`src/rtl/fp_add_pipe.sv`:
```
`default_nettype none
// +----------------------------------------------------------------------------+
// | fp_add_pipe : 3-stage IEEE-754 add/subtract, RNE, DAZ/FTZ, valid/ready     |
// | Revision    : 1.0                                                          |
// +----------------------------------------------------------------------------+
module fp_add_pipe #(
  parameter int EXP_W = 8,
  parameter int MAN_W = 23
) (
  input  logic                     i_clk,
  input  logic                     i_rst_n,
  input  logic                     i_valid,
  output logic                     o_ready,
  input  logic [EXP_W+MAN_W:0]     i_a,
  input  logic [EXP_W+MAN_W:0]     i_b,
  input  logic                     i_sub,
  output logic                     o_valid,
  input  logic                     i_ready,
  output logic [EXP_W+MAN_W:0]     o_result,
  output logic [3:0]               o_flags
);

  localparam int c_w  = 1 + EXP_W + MAN_W;
  localparam int c_n  = MAN_W + 4;
  localparam int c_xw = EXP_W + 2;
  localparam logic [c_w-1:0] c_qnan = {1'b0, {EXP_W{1'b1}}, 1'b1, {(MAN_W-1){1'b0}}};
  localparam logic signed [c_xw-1:0] c_exp_max  = c_xw'((1 << EXP_W) - 1);
  localparam logic signed [c_xw-1:0] c_exp_one  = c_xw'(1);
  localparam logic signed [c_xw-1:0] c_exp_zero = '0;

  logic w_advance;
  assign w_advance = !o_valid || i_ready;
  assign o_ready   = w_advance;

  // Stage 1: classify, swap, align
  logic                    w_a_sign, w_b_sign;
  logic [EXP_W-1:0]        w_a_exp, w_b_exp;
  logic [MAN_W-1:0]        w_a_frac, w_b_frac;
  logic                    w_a_inf, w_b_inf, w_a_nan, w_b_nan, w_a_snan, w_b_snan;
  logic [EXP_W+MAN_W-1:0]  w_a_mag, w_b_mag, w_big_mag, w_small_mag;
  logic                    w_swap, w_big_sign;
  logic [EXP_W-1:0]        w_diff;
  logic [c_n-1:0]          w_big_sig, w_small_sig, w_aligned;
  logic [2*c_n-1:0]        w_wide;
  logic                    w_spec;
  logic [c_w-1:0]          w_spec_res;
  logic [3:0]              w_spec_flags;

  assign w_a_sign = i_a[c_w-1];
  assign w_b_sign = i_b[c_w-1] ^ i_sub;
  assign w_a_exp  = i_a[c_w-2:MAN_W];
  assign w_b_exp  = i_b[c_w-2:MAN_W];
  assign w_a_frac = i_a[MAN_W-1:0];
  assign w_b_frac = i_b[MAN_W-1:0];

  assign w_a_inf  = (&w_a_exp) && (w_a_frac == '0);
  assign w_b_inf  = (&w_b_exp) && (w_b_frac == '0);
  assign w_a_nan  = (&w_a_exp) && (w_a_frac != '0);
  assign w_b_nan  = (&w_b_exp) && (w_b_frac != '0);
  assign w_a_snan = w_a_nan && !w_a_frac[MAN_W-1];
  assign w_b_snan = w_b_nan && !w_b_frac[MAN_W-1];

  // Subnormal inputs collapse to zero magnitude, keeping their sign
  assign w_a_mag     = (w_a_exp == '0) ? '0 : {w_a_exp, w_a_frac};
  assign w_b_mag     = (w_b_exp == '0) ? '0 : {w_b_exp, w_b_frac};
  assign w_swap      = w_b_mag > w_a_mag;
  assign w_big_mag   = w_swap ? w_b_mag : w_a_mag;
  assign w_small_mag = w_swap ? w_a_mag : w_b_mag;
  assign w_big_sign  = w_swap ? w_b_sign : w_a_sign;

  assign w_big_sig   = {(w_big_mag[EXP_W+MAN_W-1:MAN_W] != '0), w_big_mag[MAN_W-1:0], 3'b000};
  assign w_small_sig = {(w_small_mag[EXP_W+MAN_W-1:MAN_W] != '0), w_small_mag[MAN_W-1:0], 3'b000};
  assign w_diff      = w_big_mag[EXP_W+MAN_W-1:MAN_W] - w_small_mag[EXP_W+MAN_W-1:MAN_W];
  assign w_wide      = {w_small_sig, {c_n{1'b0}}} >> w_diff;

  always_comb begin
    if (32'(w_diff) >= 32'(MAN_W + 3))
      w_aligned = {{(c_n-1){1'b0}}, |w_small_sig};
    else
      w_aligned = {w_wide[2*c_n-1:c_n+1], w_wide[c_n] | (|w_wide[c_n-1:0])};
  end

  always_comb begin
    w_spec       = w_a_nan || w_b_nan || w_a_inf || w_b_inf;
    w_spec_res   = c_qnan;
    w_spec_flags = 4'b0000;
    if (w_a_nan || w_b_nan) begin
      w_spec_flags = {(w_a_snan || w_b_snan), 3'b000};
    end else if (w_a_inf && w_b_inf && (w_a_sign != w_b_sign)) begin
      w_spec_flags = 4'b1000;
    end else if (w_a_inf) begin
      w_spec_res = {w_a_sign, {EXP_W{1'b1}}, {MAN_W{1'b0}}};
    end else if (w_b_inf) begin
      w_spec_res = {w_b_sign, {EXP_W{1'b1}}, {MAN_W{1'b0}}};
    end
  end

  logic                    r_s1_valid, r_s1_sign, r_s1_sub, r_s1_spec;
  logic signed [c_xw-1:0]  r_s1_exp;
  logic [c_n-1:0]          r_s1_big, r_s1_small;
  logic [c_w-1:0]          r_s1_spec_res;
  logic [3:0]              r_s1_spec_flags;

  // Stage 2: magnitude add/subtract (big >= small, never negative)
  logic [c_n:0] w_sum;
  assign w_sum = r_s1_sub ? ({1'b0, r_s1_big} - {1'b0, r_s1_small})
                          : ({1'b0, r_s1_big} + {1'b0, r_s1_small});

  logic                    r_s2_valid, r_s2_sign, r_s2_sub, r_s2_spec;
  logic signed [c_xw-1:0]  r_s2_exp;
  logic [c_n:0]            r_s2_sum;
  logic [c_w-1:0]          r_s2_spec_res;
  logic [3:0]              r_s2_spec_flags;

  // Stage 3: normalise, round, pack
  logic signed [c_xw-1:0]  w_lz, w_exp_n, w_exp_r;
  logic                    w_found;
  logic [c_n-1:0]          w_norm;
  logic                    w_round_up, w_inexact;
  logic [MAN_W+1:0]        w_rounded;
  logic [MAN_W-1:0]        w_frac_r;
  logic [c_w-1:0]          w_res;
  logic [3:0]              w_flags;

  always_comb begin
    w_lz    = '0;
    w_found = 1'b0;
    for (int i = c_n - 1; i >= 0; i--) begin
      if (!w_found && r_s2_sum[i]) begin
        w_lz    = c_xw'(c_n - 1 - i);
        w_found = 1'b1;
      end
    end
  end

  always_comb begin
    if (r_s2_sum[c_n]) begin
      // Carry-out: fold the dropped bit into sticky
      w_norm  = {r_s2_sum[c_n:2], r_s2_sum[1] | r_s2_sum[0]};
      w_exp_n = r_s2_exp + c_exp_one;
    end else begin
      w_norm  = r_s2_sum[c_n-1:0] << w_lz;
      w_exp_n = r_s2_exp - w_lz;
    end
    w_round_up = w_norm[2] && (w_norm[1] || w_norm[0] || w_norm[3]);
    w_inexact  = |w_norm[2:0];
    w_rounded  = {1'b0, w_norm[c_n-1:3]} + {{(MAN_W+1){1'b0}}, w_round_up};
    if (w_rounded[MAN_W+1]) begin
      w_exp_r  = w_exp_n + c_exp_one;
      w_frac_r = w_rounded[MAN_W:1];
    end else begin
      w_exp_r  = w_exp_n;
      w_frac_r = w_rounded[MAN_W-1:0];
    end

    w_res   = {r_s2_sign, w_exp_r[EXP_W-1:0], w_frac_r};
    w_flags = {3'b000, w_inexact};
    if (r_s2_spec) begin
      w_res   = r_s2_spec_res;
      w_flags = r_s2_spec_flags;
    end else if (r_s2_sum == '0) begin
      w_res   = {r_s2_sign && !r_s2_sub, {(c_w-1){1'b0}}};
      w_flags = 4'b0000;
    end else if (w_exp_r >= c_exp_max) begin
      w_res   = {r_s2_sign, {EXP_W{1'b1}}, {MAN_W{1'b0}}};
      w_flags = 4'b0101;
    end else if (w_exp_r <= c_exp_zero) begin
      w_res   = {r_s2_sign, {(c_w-1){1'b0}}};
      w_flags = 4'b0011;
    end
  end

  always_ff @(posedge i_clk or negedge i_rst_n) begin
    if (!i_rst_n) begin
      r_s1_valid      <= 1'b0;
      r_s1_sign       <= 1'b0;
      r_s1_sub        <= 1'b0;
      r_s1_spec       <= 1'b0;
      r_s1_exp        <= '0;
      r_s1_big        <= '0;
      r_s1_small      <= '0;
      r_s1_spec_res   <= '0;
      r_s1_spec_flags <= '0;
      r_s2_valid      <= 1'b0;
      r_s2_sign       <= 1'b0;
      r_s2_sub        <= 1'b0;
      r_s2_spec       <= 1'b0;
      r_s2_exp        <= '0;
      r_s2_sum        <= '0;
      r_s2_spec_res   <= '0;
      r_s2_spec_flags <= '0;
      o_valid         <= 1'b0;
      o_result        <= '0;
      o_flags         <= '0;
    end else if (w_advance) begin
      r_s1_valid      <= i_valid;
      r_s1_sign       <= w_big_sign;
      r_s1_sub        <= w_a_sign ^ w_b_sign;
      r_s1_spec       <= w_spec;
      r_s1_exp        <= {2'b00, w_big_mag[EXP_W+MAN_W-1:MAN_W]};
      r_s1_big        <= w_big_sig;
      r_s1_small      <= w_aligned;
      r_s1_spec_res   <= w_spec_res;
      r_s1_spec_flags <= w_spec_flags;
      r_s2_valid      <= r_s1_valid;
      r_s2_sign       <= r_s1_sign;
      r_s2_sub        <= r_s1_sub;
      r_s2_spec       <= r_s1_spec;
      r_s2_exp        <= r_s1_exp;
      r_s2_sum        <= w_sum;
      r_s2_spec_res   <= r_s1_spec_res;
      r_s2_spec_flags <= r_s1_spec_flags;
      o_valid         <= r_s2_valid;
      o_result        <= w_res;
      o_flags         <= w_flags;
    end
  end

endmodule
`default_nettype wire

```
`config.mk`:
```
export PLATFORM = sky130hd
export DESIGN_NAME = fp_add_pipe
export DESIGN_NICKNAME = d
export VERILOG_FILES = /design/src/rtl/fp_add_pipe.sv
export SDC_FILE = /design/constraint.sdc
export NUM_CORES = 1
export LEC_CHECK = 0
export CAP_MARGIN = 10
export CELL_PAD_IN_SITES_DETAIL_PLACEMENT = 1
export CELL_PAD_IN_SITES_GLOBAL_PLACEMENT = 2
export CORE_ASPECT_RATIO = 0.7
export CORE_UTILIZATION = 39
export CTS_CLUSTER_SIZE = 25
export DETAILED_ROUTE_END_ITERATION = 16
export PLACE_DENSITY_LB_ADDON = 0.12
export SYNTH_ARGS = -nofsm -noshare
export SYNTH_HDL_FRONTEND = slang
export SYNTH_SLANG_ARGS = --single-unit
```
`constraint.sdc`:
```
create_clock -name i_clk -period 14.1 [get_ports i_clk]
set_clock_uncertainty 0.05 [all_clocks]
set_input_delay 2.82 -clock i_clk [delete_from_list [all_inputs] [get_ports i_clk]]
set_output_delay 2.82 -clock i_clk [all_outputs]
set_load 0.02 [all_outputs]
```
==> results by group <==
Min path
  – Tightest Hold Check Type: reg2reg
  – Worst hold start: r_s2_valid
  – Hold worst-path end: r_s2_valid
  – WHS Path Cells: 2

Floorplanning
  – IO Count: between 100 and 150
  – Die H: ~170 um
  – Core area: between 30000 and 40000 um^2
  – Die W: between 200 and 250 um
  – Row count: 60
  – Initial Utilization: 39.9%
  – Area of the die: ~40000 um^2

Cells and area
  – Antenna diodes: 0
  – Register area: between 3000 and 4000 um^2
  – Multi-input logic area: 10800 um^2
  – Area Growth Syn to Fin: 12.8%
  – # nets final: between 2000 and 2500
  – # fillers: 4834
  – Layout cell share with drive strength beyond 1: a little under 7%
  – Final Cell Area: 17400 um^2

Yosys
  – Post-synth EDFFs: 0
  – Sequential-to-total area share from yosys stat: a little under a quarter
  – Cell count after synthesis: roughly 2000
  – Largest cells by area after synthesis: dfrtp_1 (24%), nand2_1 (7.6%), ha_1 (7.2%)
  – Syn_area_per_cell: 7.56 um^2
  – Synthesized cell area: 15400 um^2
  – Syn. warnings: 0
  – Synth cell types: 90
  – Most common cell in the netlist: nand2_1
  – Syn Nets: 2204
  – Register bit count reported by yosys: about 150
  – Top cell type's share of synthesized area: a little under a quarter
  – Asr flop ratio synth: 100%
  – Top post-synthesis cells by count: nand2_1 (312), nor2_1 (190), dfrtp_1 (148)
  – Post-synth top flop: dfrtp_1
  – Post-synth top area cell: dfrtp_1

Power and ir drop
  – Pwr per Cell Area: 194 nW/um^2
  – Sequential power share: around 23%
  – Worst VDD drop: between 0.09 and 0.1 mV
  – NetSw: 0.00181 W
  – Internal: roughly 0.0016 W
  – Switching Share: between 50% and 60%
  – Combinational power share: a little over three fifths
  – LEAKAGE: around 7.3 nW
  – Clk network pwr share: 13.7%

Clock tree
  – Clock latency on the worst-skew pair: 0.45 ns
  – CTS tree: done
  – CTS root buffer: clkbuf_16
  – Post-CTS Hold Buffers: 0
  – Cells resized by post-CTS repair: 0
  – Num Clock Sinks: roughly 150
  – Post-CTS setup buffers: 0
  – Clock Path Buffers: 2
  – H-tree levels: 4
  – Reg clk slew, reported paths: around 0.070 ns
  – CTS buffer count: 17

Drt
  – Via count: around 16000
  – Routed wire length: 62.6 mm
  – Final antenna-violating net count: 0
  – DR vias/cell: slightly above 6
  – WL per Instance: approximately 24 um
  – DRC: 0
  – Drt first pass iters: 5
  – DR iter-0 viols: about 1600

Placement
  – Pre-CTS setup slack: about 3.8 ns
  – Placed inst area: between 15000 and 20000 um^2
  – Final HPWL DP: 48.7 mm
  – Global placement routability congestion: 0.973
  – Number of I/O port buffers: approximately 110

Timing
  – RSZ-0062 raised after global routing: no
  – Crit share post-route: roughly 72%
  – # setup viols final: 0
  – Slew @ Worst Pin: 1.11 ns
  – Max-slew violations: 0
  – Min Tclk post-route: 10.22 ns
  – Final setup margin: just under 4 ns
  – Hold Violations, Final: 0
  – Max_slew headroom: between 20 and 30%
  – Peak Freq: 97.8 MHz
  – TNS Setup: 0 ns
  – Final hold slack: just over 0.4 ns

Critical path
  – Startpoint of the worst-slack reg-to-reg timing path: r_s2_sum[25]
  – Required @ worst endpoint: roughly 14 ns
  – Type of origin of the critical path: input pin
  – Cell chain of the critical path: clkdlybuf4s50_1 -> nor4_1 -> nand2_1 -> buf_4 -> nand2_1 -> inv_1 -> ha_1 -> and4_1 -> a31o_2 -> a221oi_1 -> and4_1 -> o211ai_1 -> o21a_1 -> ha_1 -> or4_1 -> a21oi_1 -> nor2_1 -> o21ai_0 -> nor2_1 -> o21ai_0 -> nand4_1 -> a2111oi_0 -> nor2_1 -> a221o_1
  – R2R Path End: o_result[16]
  – CP Capture Type: flip-flop
  – Reg2reg setup slack: between 7 and 8 ns
  – Crit path buffers/inverters: 3
  – CP peak stage delay: about 0.7 ns
  – Most used cell along the critical path: nor2_1
  – Critical Path AT: 10.51 ns
  – Crit-path leading delay family: compound AO/OA/AOI/OAI gates
  – Worst Reg-to-Reg Cells: 20
  – Kind of critical path: in2reg
  – CP max FO: 24
  – Slowest-stage cell, CP: o21ai_0

Outcome
  – Outcome: completed

GRT
  – Global-route wire length before repair: approximately 97 mm
  – Largest net degree at the start of global routing: 86
  – Global Route Usage Sum: roughly 31%
  – Initial antenna violation count: 0
  – GR Overflow Total: 0
  – Vias in the first global route: approximately 16000

Job
  – Max Cap Viol: 0
## through the flow
stage	utilization, %	instances	total power, W
floorplan	-	2044	0.00213
global placement	43.5	2567	0.00282
detailed placement	43.5	2567	0.00286
CTS	45.0	2599	0.00334
global route	45.0	2599	0.00359
finish	45.0	2599	0.00338
## worst max-delay path by stage
stage                          to  startpoint  cells past startpoint
finish              r_s1_small[0]     i_b[26]                     24
global route        r_s1_small[0]     i_b[26]                     24
CTS                 r_s1_small[0]     i_b[26]                     24
detailed placement  r_s1_small[0]     i_b[29]                     24
global placement    r_s1_small[0]     i_b[29]                     24
floorplan           r_s1_small[0]     i_b[30]                     22
## cell usage in the layout (no fill, tap or decap), types with 50 or more instances in the layout
master and n:
clkdlybuf4s50_1 105, nor2_1 189, mux2i_1 54, nor3_1 58, a21oi_1 115, nand4_1 50
nand2_1 312, inv_1 114, dfrtp_1 148, ha_1 89, o21ai_0 141
## registers in the layout (all words and copies together) (netlist names)
name / flops
r_s1_spec_flags: 1
r_s2_spec_res: 3
r_s2_sum: 28
r_s1_valid: 1
r_s1_big: 24
o_valid: 1
r_s1_spec: 1
r_s2_sign: 1
r_s1_exp: 8
r_s1_sign: 1
r_s2_spec_flags: 1
r_s2_spec: 1
r_s2_exp: 8
o_result: 32
r_s2_valid: 1
r_s1_spec_res: 3
r_s1_small: 27
r_s2_sub: 1
r_s1_sub: 1
o_flags: 4
## logic make-up after synthesis
group	count (synthesis)	synth area share (%)
and+or+nand+nor	807	25.0
buffers and inverters	254	6.45
AOI/OAI and AO/OA	578	24.4
DFF	148	24.0
muxes	95	8.68
xor gates and xnor gates	71	4.03
adders and majority gates	91	7.47
## worst min-delay path, stage by stage, from the launching register on
cell	delay, ns
dfrtp_1	0.34
nand2_1	0.05
nand2_1	0.05
## final cells by class
cell class | instances | share of cell area (%)
tap | 527 | 3.79
multi-input combinational | 1642 | 61.8
timing repair buffer | 132 | 7.22
sequential | 148 | 21.3
clock inverter | 15 | 0.898
inverter | 118 | 2.55
clock buffer | 17 | 2.44
## metal layers
layer	global-route usage, %	vias to the layer above	share of wire (%)	wire length, um
met2	42.4	544	40	24800
li1	-	7465	-	-
met4	5.48	0	1.1	695
met1	49.7	8147	52	32400
met3	6.41	48	7.5	4720
met5	0	-	0	0
## power groups by stage
| stage | logic [W] | clock network [W] | registers (W) |
|---|---|---|---|
| 3_3_place_gp | 0.00205 | 0 | 0.000778 |
| 5_1_grt | 0.00230 | 0.000490 | 0.000798 |
| 4_1_cts | 0.00209 | 0.000473 | 0.000776 |
| 6_report | 0.00214 | 0.000464 | 0.000781 |
| 2_1_floorplan | 0.00141 | 0 | 0.000718 |
| 3_5_place_dp | 0.00207 | 0 | 0.000782 |
No activity file was read; power rests on OpenSTA's default activity.
